===== config.mk =====
export PLATFORM = sky130hd
export DESIGN_NAME = mips_cpu_dmem_bridge
export DESIGN_NICKNAME = d
export VERILOG_FILES = /design/src/rtl/mips_cpu_dmem_bridge.sv
export SDC_FILE = /design/constraint.sdc
export NUM_CORES = 1
export LEC_CHECK = 0
export ABC_CLOCK_PERIOD_IN_PS = 1500
export CORE_ASPECT_RATIO = 0.8
export CORE_MARGIN = 4
export CORE_UTILIZATION = 30
export CTS_CLUSTER_DIAMETER = 120
export CTS_CLUSTER_SIZE = 24
export DETAILED_ROUTE_END_ITERATION = 8
export SETUP_SLACK_MARGIN = 0.2
export SYNTH_ARGS = -nofsm -noshare
export SYNTH_HDL_FRONTEND = slang
export SYNTH_SLANG_ARGS = --single-unit

===== constraint.sdc =====
create_clock -name clk -period 1.5 [get_ports clk]
set_input_delay 0.225 -clock clk [delete_from_list [all_inputs] [get_ports clk]]
set_output_delay 0.225 -clock clk [all_outputs]
set_load 0.01 [all_outputs]

===== src/rtl/mips_cpu_dmem_bridge.sv =====
// ---------------------------------------------------------------------------
// mips_cpu_dmem_bridge
//   Data-memory access stage between the CPU datapath data port and a
//   waitrequest-handshaked, word-addressed bus. A single-cycle datapath
//   load/store is turned into a bus transaction with byte enables and
//   lane-replicated write data. The stall output gates the datapath
//   clk_enable until the access completes. Load data is returned
//   right-justified to the addressed lane; sign/zero extension is left to the
//   datapath's load selector.
//
// Ports
//   clk, reset           clock; asynchronous active-low reset
//   req_read/req_write   datapath load/store request (level, held while stall)
//   req_size             00 byte, 01 half, 10 word, 11 illegal
//   req_address          byte address
//   req_writedata        right-justified store data
//   req_readdata         right-justified load data, valid in DONE
//   stall                datapath must hold while 1
//   err / err_sticky     one-cycle error pulse / sticky error flag
//   bus_*                word-addressed master port with waitrequest
// ---------------------------------------------------------------------------
module mips_cpu_dmem_bridge #(
   parameter int TIMEOUT_CYCLES = 0,
   parameter int TIMEOUT_W      = 8
) (
   input  logic        clk,
   input  logic        reset,
   input  logic        req_read,
   input  logic        req_write,
   input  logic [1:0]  req_size,
   input  logic [31:0] req_address,
   input  logic [31:0] req_writedata,
   output logic [31:0] req_readdata,
   output logic        stall,
   output logic        err,
   output logic        err_sticky,
   output logic [31:0] bus_address,
   output logic        bus_read,
   output logic        bus_write,
   output logic [3:0]  bus_byteenable,
   output logic [31:0] bus_writedata,
   input  logic        bus_waitrequest,
   input  logic [31:0] bus_readdata
);

   typedef enum logic [1:0] {S_IDLE, S_ACCESS, S_DONE} state_t;

   localparam logic [TIMEOUT_W-1:0] TO_LIMIT = TIMEOUT_W'(TIMEOUT_CYCLES);

   state_t               state_q, state_d;
   logic [31:0]          addr_q, addr_d;
   logic [1:0]           addr_lo_q, addr_lo_d;
   logic [1:0]           size_q, size_d;
   logic                 is_write_q, is_write_d;
   logic [3:0]           be_q, be_d;
   logic [31:0]          wdata_q, wdata_d;
   logic [31:0]          rdata_q, rdata_d;
   logic                 err_done_q, err_done_d;
   logic                 sticky_q, sticky_d;
   logic [TIMEOUT_W-1:0] wdog_q, wdog_d;

   // request decode
   logic        req_any, req_valid, req_illegal, size_align_ok;
   logic [3:0]  be_new;
   logic [31:0] wd_new;
   logic [31:0] rd_shift, rd_steer;
   logic [TIMEOUT_W-1:0] wdog_inc;
   logic        timeout_hit;

   always_comb begin
      size_align_ok = 1'b0;
      be_new        = 4'b0000;
      wd_new        = req_writedata;
      case (req_size)
         2'b00: begin
            size_align_ok = 1'b1;
            be_new        = 4'b0001 << req_address[1:0];
            wd_new        = {4{req_writedata[7:0]}};
         end
         2'b01: begin
            size_align_ok = ~req_address[0];
            be_new        = req_address[1] ? 4'b1100 : 4'b0011;
            wd_new        = {2{req_writedata[15:0]}};
         end
         2'b10: begin
            size_align_ok = (req_address[1:0] == 2'b00);
            be_new        = 4'b1111;
         end
         default: size_align_ok = 1'b0;
      endcase
   end

   assign req_any     = req_read | req_write;
   assign req_valid   = (req_read ^ req_write) & size_align_ok;
   assign req_illegal = req_any & ~req_valid;

   // right-justify the addressed lane of the returned word
   assign rd_shift = bus_readdata >> {addr_lo_q, 3'b000};
   always_comb begin
      case (size_q)
         2'b00:   rd_steer = {24'd0, rd_shift[7:0]};
         2'b01:   rd_steer = {16'd0, rd_shift[15:0]};
         default: rd_steer = bus_readdata;
      endcase
   end

   // the watchdog fires on the wait cycle that brings the count to the limit
   assign wdog_inc    = wdog_q + 1'b1;
   assign timeout_hit = (TIMEOUT_CYCLES != 0) && (wdog_inc == TO_LIMIT);

   always_comb begin
      state_d    = state_q;
      addr_d     = addr_q;
      addr_lo_d  = addr_lo_q;
      size_d     = size_q;
      is_write_d = is_write_q;
      be_d       = be_q;
      wdata_d    = wdata_q;
      rdata_d    = rdata_q;
      err_done_d = 1'b0;
      sticky_d   = sticky_q;
      wdog_d     = wdog_q;
      case (state_q)
         S_IDLE: begin
            wdog_d = '0;
            if (req_valid) begin
               state_d    = S_ACCESS;
               addr_d     = {req_address[31:2], 2'b00};
               addr_lo_d  = req_address[1:0];
               size_d     = req_size;
               is_write_d = req_write;
               be_d       = be_new;
               wdata_d    = wd_new;
            end else if (req_illegal) begin
               sticky_d = 1'b1;
            end
         end
         S_ACCESS: begin
            if (!bus_waitrequest) begin
               rdata_d = is_write_q ? 32'd0 : rd_steer;
               state_d = S_DONE;
               wdog_d  = '0;
            end else if (timeout_hit) begin
               rdata_d    = 32'd0;
               err_done_d = 1'b1;
               sticky_d   = 1'b1;
               state_d    = S_DONE;
               wdog_d     = '0;
            end else begin
               wdog_d = wdog_inc;
            end
         end
         default: begin
            state_d = S_IDLE;
            wdog_d  = '0;
         end
      endcase
   end

   always_ff @(posedge clk or negedge reset) begin
      if (!reset) begin
         state_q    <= S_IDLE;
         addr_q     <= 32'd0;
         addr_lo_q  <= 2'b00;
         size_q     <= 2'b00;
         is_write_q <= 1'b0;
         be_q       <= 4'b0000;
         wdata_q    <= 32'd0;
         rdata_q    <= 32'd0;
         err_done_q <= 1'b0;
         sticky_q   <= 1'b0;
         wdog_q     <= '0;
      end else begin
         state_q    <= state_d;
         addr_q     <= addr_d;
         addr_lo_q  <= addr_lo_d;
         size_q     <= size_d;
         is_write_q <= is_write_d;
         be_q       <= be_d;
         wdata_q    <= wdata_d;
         rdata_q    <= rdata_d;
         err_done_q <= err_done_d;
         sticky_q   <= sticky_d;
         wdog_q     <= wdog_d;
      end
   end

   // the IDLE-cycle stall/err come straight from the request, so they are
   // also qualified by reset to keep every output low while reset is held
   assign stall          = reset & (((state_q == S_IDLE) & req_valid) | (state_q == S_ACCESS));
   assign err            = reset & (((state_q == S_IDLE) & req_illegal) | err_done_q);
   assign err_sticky     = sticky_q;
   assign bus_read       = (state_q == S_ACCESS) & ~is_write_q;
   assign bus_write      = (state_q == S_ACCESS) & is_write_q;
   assign bus_address    = addr_q;
   assign bus_byteenable = be_q;
   assign bus_writedata  = wdata_q;
   assign req_readdata   = (state_q == S_DONE) ? rdata_q : 32'd0;

endmodule


==> results by group, run 1 <==
CTS
  – CTS tree: done
  – Worst-path clk slew: 0.07 ns
  – Worst-Skew Late Latency: approximately 0.35 ns
  – Clock Tree Root: clkbuf_16
  – Clk sink count: roughly 110
  – Clock Path Buffers: 2
  – Htree depth: 3
  – TritonCTS buffer count: 9

STA
  – Max-slew violation count: 0
  – Period utilisation layout: 116.8%
  – Final min period: approximately 1.8 ns
  – Hold Slack: between 0.2 and 0.3 ns
  – RSZ-0062 raised after global routing: true
  – Final setup viols: between 100 and 150
  – Worst-Margin Slew: 0.5518 ns
  – Fmax: 570.6 MHz
  – Fin. Hold Viols: 0
  – Slew HR: a little over three fifths
  – Worst Skew: 0.008648 ns
  – Setup slack after layout: -0.2525 ns

Floorplanning
  – Initial Utilization: 30.59%
  – Die Footprint: around 20000 um^2
  – Die width: 156.6 um
  – # rows: 43
  – IO Pins: roughly 210
  – Die Height: 126.9 um
  – Total core area: 17320 um^2

Detailed routing
  – Number of remaining DRC errors: 0
  – 1st-iter DRT viols: 229
  – Drt via density: just under 5
  – Avg WL per Cell: 19.25 um
  – Via Count: 4953
  – Post-Route WL: between 15 and 20 mm
  – Final ANT Viol Nets: 0
  – Total iterations of the first detailed-routing run: 5

Finish
  – NumNets Final: a little under 900
  – Non-filler cells, final: roughly 1000
  – Antenna diode count: 0
  – Core Util, Final: 56.20%
  – Most frequent cells in the layout: dfrtp_1, clkdlybuf4s50_1, buf_4
  – Most common cell after layout, fill and taps aside: dfrtp_1
  – Area delta synth->final: 83.69%
  – Share of cells above drive strength 1: between 40% and 50%

Setup path
  – Critical path's largest stage delay: 0.39 ns
  – Worst setup SP type: flop
  – CP most frequent cell: buf_6
  – CP Class: flop to flop
  – Cells on worst reg2reg path: 7
  – Worst Path Max Fanout: 8
  – CP Capture Type: flop
  – Worst Path Arrival: between 1.5 and 2 ns
  – CP Cell Sequence: buf_6, buf_6, nand2b_4, or2_4, buf_12, a221oi_4, a211oi_2
  – FF-to-FF setup slack: -0.25 ns
  – Worst R2R Start: state_q[1]$_DFFE_PN0P_
  – Worst r2r dst: rdata_q[8]$_DFFE_PN0P_
  – Critical path's slowest cell: dfrtp_1
  – Data required, critical path: around 1.7 ns

GRT
  – Grt ovf: 0
  – GR Util All Layers: about a fifth
  – Global-route wire length before repair: a little under 30 mm
  – Initial antenna violation count: 2
  – Vias in the first global route: around 5400
  – Pin count of the biggest net entering global routing: 100

Outcome
  – Failing checks: negative setup slack
  – Status: finished with violations

Yosys
  – Synthesized area: between 5000 and 6000 um^2
  – Synth async-reset ratio: 100.0%
  – Yosys warns: 0
  – Post-synthesis register bit count: between 100 and 150
  – Post-synth top flop: dfrtp_1
  – Number of synthesized flops with an enable pin: 0
  – Mean Syn Cell Area: 10.75 um^2
  – Register area share after synthesis: between 50% and 60%
  – Cell count after synthesis: just under 500
  – Synth cell types: 40

Power and ir drop
  – Worst IR drop on VDD: between 0.0007 and 0.0008 V
  – Overall power: around 14000 uW
  – PwrDens: between 1000 and 1500 nW/um^2
  – Leak Pwr: ~0.0045 uW

Hold path
  – Worst Hold Class: input pin to flop
  – WHS Path Cells: 3
  – Hold EP: is_write_q$_DFFE_PN0P_
  – Hold Crit Start: req_write

Run
  – Max-Cap Viols: 0

Place
  – PortBufs: approximately 210
  – Placed Cells: 943
  – Gpl congestion: just over 0.9
  – DP HPWL: around 13 mm
==> how the worst max path moves through the flow <==
stage,from,end,slack [ns],cells after the start
after floorplan,state_q[1]$_DFFE_PN0P_,rdata_q[11]$_DFFE_PN0P_,0.05,6
after global placement,req_read,stall,-0.77,7
after detailed placement,req_write,stall,-0.80,7
after CTS,state_q[0]$_DFFE_PN0P_,req_readdata[15],-0.26,6
after global routing,state_q[1]$_DFFE_PN0P_,rdata_q[8]$_DFFE_PN0P_,-0.30,7
final,state_q[1]$_DFFE_PN0P_,rdata_q[8]$_DFFE_PN0P_,-0.25,7
==> sequential cells by signal, indices dropped and copies added, names as in the netlist, 2 cells and up <==
signal,cells
bus_writedata,32
addr_lo_q,2
size_q,2
rdata_q,32
bus_byteenable,4
bus_address,30
state_q,2
==> worst max-delay path: cells and delay by family, from the launching register on <==
family                 cells  cell delay (ns)
buffers and inverters      3             0.41
flip-flops                 1             0.39
AO/OA/AOI/OAI              2             0.33
AND/OR/NAND/NOR            2             0.47
==> cell families after synthesis <==
| logic type | after synthesis | share of synthesized area [%] |
|---|---|---|
| AND/OR/NAND/NOR | 180 | 17.07 |
| other | 1 | 0.07075 |
| AO/OA/AOI/OAI | 95 | 11.52 |
| buffers and inverters | 44 | 4.792 |
| adder cells (fa/ha/maj) | 1 | 0.2360 |
| flip-flops | 106 | 50.05 |
| multiplexers | 66 | 16.27 |
==> power by group <==
part | internal [uW] | switching [uW]
clock | 1560 | 1070
combinational | 3560 | 2840
sequential | 4000 | 865
==> layer usage <==
layer	vias up	GRT usage (%)	share of wire [%]
met5	-	0	0.14
met4	4	6.122	2.1
met3	35	6.889	9.1
met2	230	30.75	48
met1	2398	24.39	41
li1	2286	-	-
==> timing repair <==
action | 4_1_cts | 5_1_grt
pin swaps | 77 | 19
endpoints found under the hold margin | 17 | 0
hold buffers | 1 | 0
gates resized for setup | 400 | 135
buffers inserted | 15 | 15
endpoints found under the setup margin | 207 | 164
gates cloned | 18 | 1
==> Yosys cell counts, drive strengths merged, types with 3 or more instances <==
master / instances / share of area, %
dfrtp: 106 / 50
buf: 23 / 3.2
nor2b: 9 / 1.1
a22o: 7 / 1.2
a211oi: 8 / 1.1
inv: 6 / 0.42
mux2i: 25 / 4.7
nor3b: 3 / 0.42
nand3: 17 / 1.6
nand2: 64 / 4.5
a21oi: 19 / 1.8
a221oi: 15 / 2.5
mux2: 41 / 12
clkbuf: 14 / 0.99
nor3: 3 / 0.50
nor2: 34 / 2.6
and2: 41 / 4.8
o21ai: 39 / 3.7
nand2b: 3 / 0.35
==> through the flow <==
stage / setup TNS (ns) / cell area [um^2] / setup slack [ns]
3_3_place_gp: -46.47 / 7910 / -0.7666
3_5_place_dp: -48.22 / 7910 / -0.8016
5_1_grt: -22.92 / 9736 / -0.2996
2_1_floorplan: 0 / 5376 / 0.05317
4_1_cts: -15.05 / 9104 / -0.2612
6_report: -16.33 / 9736 / -0.2525
==> final cells by class <==
class | instances | area, um^2
timing repair buffer | 307 | 3296
multi-input combinational | 345 | 3092
fill | 1477 | 7589
sequential | 106 | 2654
clock buffer | 12 | 256.5
tap | 225 | 281.5
inverter | 7 | 38.79
clock inverter | 4 | 73.82
timing repair inverter | 3 | 43.79
Note: power is estimated with default switching activity, not from simulation.
==> inputs of run 2 (changes only) <==
- ABC_AREA: default -> 1
- SKIP_CTS_REPAIR_TIMING: default -> 1
==> results by group, run 2 <==
Power and ir drop
  – Sw Ratio: 37.25%
  – Combinational fraction of design power: 42.1%
  – Leak Pwr: about 0.0050 uW
  – PwrDens: approximately 1400 nW/um^2
  – NetSw: between 4000 and 5000 uW
  – Cell Int Power: ~7600 uW
  – Clk pwr share: 21.0%
  – Flop pwr share: a little under two fifths
  – Worst IR drop on VDD: ~0.0006 V

Floorplanning
  – Die Footprint: just over 20000 um^2
  – IO Pins: ~210
  – Die width: approximately 160 um
  – Die Height: 128.9 um
  – Initial Utilization: 31.06%
  – # rows: between 40 and 50
  – Total core area: 17650 um^2

GRT
  – GR Util All Layers: a little under a fifth
  – Grt ovf: 0
  – Global-route wire length before repair: approximately 30 mm
  – Initial antenna violation count: 2
  – Vias in the first global route: approximately 5600
  – Pin count of the biggest net entering global routing: approximately 110

Place
  – Dpl ws: -0.6471 ns
  – Gpl congestion: between 0.8 and 0.9
  – PortBufs: ~210
  – DP HPWL: roughly 13 mm

Detailed routing
  – Total iterations of the first detailed-routing run: 5
  – Final ANT Viol Nets: 0
  – 1st-iter DRT viols: 429
  – Met2 Routed Length: 8.456 mm
  – Met3 WL: 1.659 mm
  – Avg WL per Cell: approximately 16 um
  – Max layer used: met5
  – Drt via density: roughly 4.8
  – Wire length on met1: around 9 mm
  – Number of remaining DRC errors: 0
  – Post-Route WL: roughly 20 mm
  – Via Count: approximately 5700

CTS
  – Worst-Skew Late Latency: between 0.3 and 0.4 ns
  – Clock Tree Root: clkbuf_16
  – CTS tree: done
  – Htree depth: 3
  – TritonCTS buffer count: 9
  – Worst-path clk slew: around 0.080 ns
  – Clk sink count: between 100 and 150
  – Clock Path Buffers: 2

STA
  – Max-slew violation count: 0
  – Slew HR: between 50% and 60%
  – Period utilisation layout: 107.0%
  – Final min period: between 1.5 and 2 ns
  – Hold Slack: -0.05716 ns
  – Fmax: 623.0 MHz
  – Worst-Margin Slew: around 0.67 ns
  – Final setup viols: 37
  – RSZ-0062 raised after global routing: true
  – Worst Skew: 0.008921 ns
  – Fin. Hold Viols: 26
  – Setup slack after layout: -0.1052 ns
  – Final setup TNS: -2.812 ns

Setup path
  – Worst r2r dst: bus_address[14]$_DFFE_PN0P_
  – Cells on worst reg2reg path: 5
  – Critical path's largest stage delay: approximately 0.43 ns
  – Worst setup SP type: flop
  – Worst Path Arrival: roughly 1.4 ns
  – CP startpoint: state_q[0]$_DFFE_PN0P_
  – FF-to-FF setup slack: -0.01 ns
  – CP top delay family: flip-flops
  – Crit path to: stall
  – Worst Path Max Fanout: 2
  – CP Buf/Inv Count: 2
  – Data required, critical path: 1.27 ns
  – CP Depth: 5
  – CP Class: flop to output port
  – Critical path's slowest cell: dfrtp_2
  – CP Cell Sequence: buf_12, nor2_4, nand3_4, a21oi_4, buf_4
  – Worst R2R Start: state_q[0]$_DFFE_PN0P_
  – CP Capture Type: output port

Yosys
  – Cell taking the most area after synthesis: dfrtp_1
  – Register area share after synthesis: between 40% and 50%
  – Synth async-reset ratio: 100.0%
  – Synth top area share: 48.39%
  – Synth cell count leaders: nand2_1, dfrtp_1, nand4_1
  – Synth cell types: 22
  – Cell count after synthesis: approximately 760
  – Synthesized area: ~5500 um^2
  – Top-count cell post-synth: nand2_1
  – Post-synthesis register bit count: around 110
  – Post-synth top flop: dfrtp_1
  – Area contributors post-synth: dfrtp_1, nand2_1, nand4_1, inv_1, nand3_1
  – Yosys warns: 0
  – Number of synthesized flops with an enable pin: 0
  – Mean Syn Cell Area: just over 7 um^2

Finish
  – NumNets Final: between 1000 and 1500
  – Share of cells above drive strength 1: approximately an eighth
  – Most frequent cells in the layout: nand2_1, dfrtp_1, clkdlybuf4s50_1
  – Most common cell after layout, fill and taps aside: nand2_1
  – Area delta synth->final: 55.40%

Run
  – Max-Cap Viols: 0

Outcome
  – Status: finished with violations
  – Failing checks: negative hold slack, negative setup slack

Hold path
  – Worst Hold Class: input pin to asynchronous set/reset pin
run 2: changes by cell type in the layout (fill, tap and decap cells not counted), sizes merged, moves of 20 or more:
cell / delta
nand2: +251
clkdlybuf4s15: -20
mux2i: -25
dlygate4sd2: -50
nand4: +78
nor2: +24
inv: +61
nand3: +27
buf: -67
mux2: -41
dlymetal6s2s: +72
and2: -41
run 2: area by class of cell:
type	instances	area [um^2]
fillers	1750	9129
flip-flops and latches	106	2655
repair buffers	245	2530
multi-input cells	540	2486
well taps	225	281.5
inverters	67	251.5
clock buffers	10	239.0
clock inverters	6	72.57
diodes	1	2.502
run 2: logic make-up after synthesis:
group / synth area share [%]
simple gates: 38.85
buf+inv: 8.742
flops: 48.39
compound gates: 3.721
fa+ha+maj: 0.2282
other cells: 0.06841
run 2: worst reg2reg max path: stages (launching register included):
cell	delay [ns]
dfrtp_2	0.43
buf_12	0.13
nor2_4	0.11
clkbuf_8	0.44
nand4_1	0.22
nand2_1	0.11
run 2: worst min-delay path by stage:
stage | slack [ns] | depth (start not counted) | endpoint
after floorplan | -0.07 | 0 | addr_lo_q[0]$_DFFE_PN0P_
after global placement | 0.44 | 2 | rdata_q[21]$_DFFE_PN0P_
after detailed placement | 0.43 | 2 | rdata_q[21]$_DFFE_PN0P_
after CTS | 0.04 | 2 | rdata_q[25]$_DFFE_PN0P_
after global routing | 0.004 | 2 | bus_writedata[21]$_DFFE_PN0P_
final | -0.06 | 2 | bus_writedata[5]$_DFFE_PN0P_
run 2: power by group through the flow:
stage / combinational [uW] / clock [uW] / sequential, uW
6_report: 5080 / 2540 / 4440
5_1_grt: 5680 / 2730 / 4590
4_1_cts: 5150 / 2650 / 4480
3_5_place_dp: 5130 / 0 / 4500
3_3_place_gp: 5130 / 0 / 4500
2_1_floorplan: 2170 / 0 / 4740
run 2: stage by stage:
step | hold WS, ns | instance area, um^2 | std cells | util [%] | power [uW]
2_1_floorplan | -0.07059 | 5525 | 764 | - | 6908
5_1_grt | 0.003583 | 8518 | 1200 | 48.27 | 12990
3_5_place_dp | 0.4349 | 7920 | 1177 | 44.88 | 9630
4_1_cts | 0.03761 | 8232 | 1193 | 46.65 | 12270
6_report | -0.05716 | 8518 | 1200 | 48.27 | 12060
3_3_place_gp | 0.4386 | 7920 | 1177 | 44.88 | 9629
run 2: layer usage:
| metal | global-route usage, % | up-vias |
|---|---|---|
| li1 | - | 2847 |
| met1 | 26.05 | 2666 |
| met2 | 27.20 | 188 |
| met3 | 7.077 | 20 |
| met4 | 4.439 | 2 |
| met5 | 0 | - |
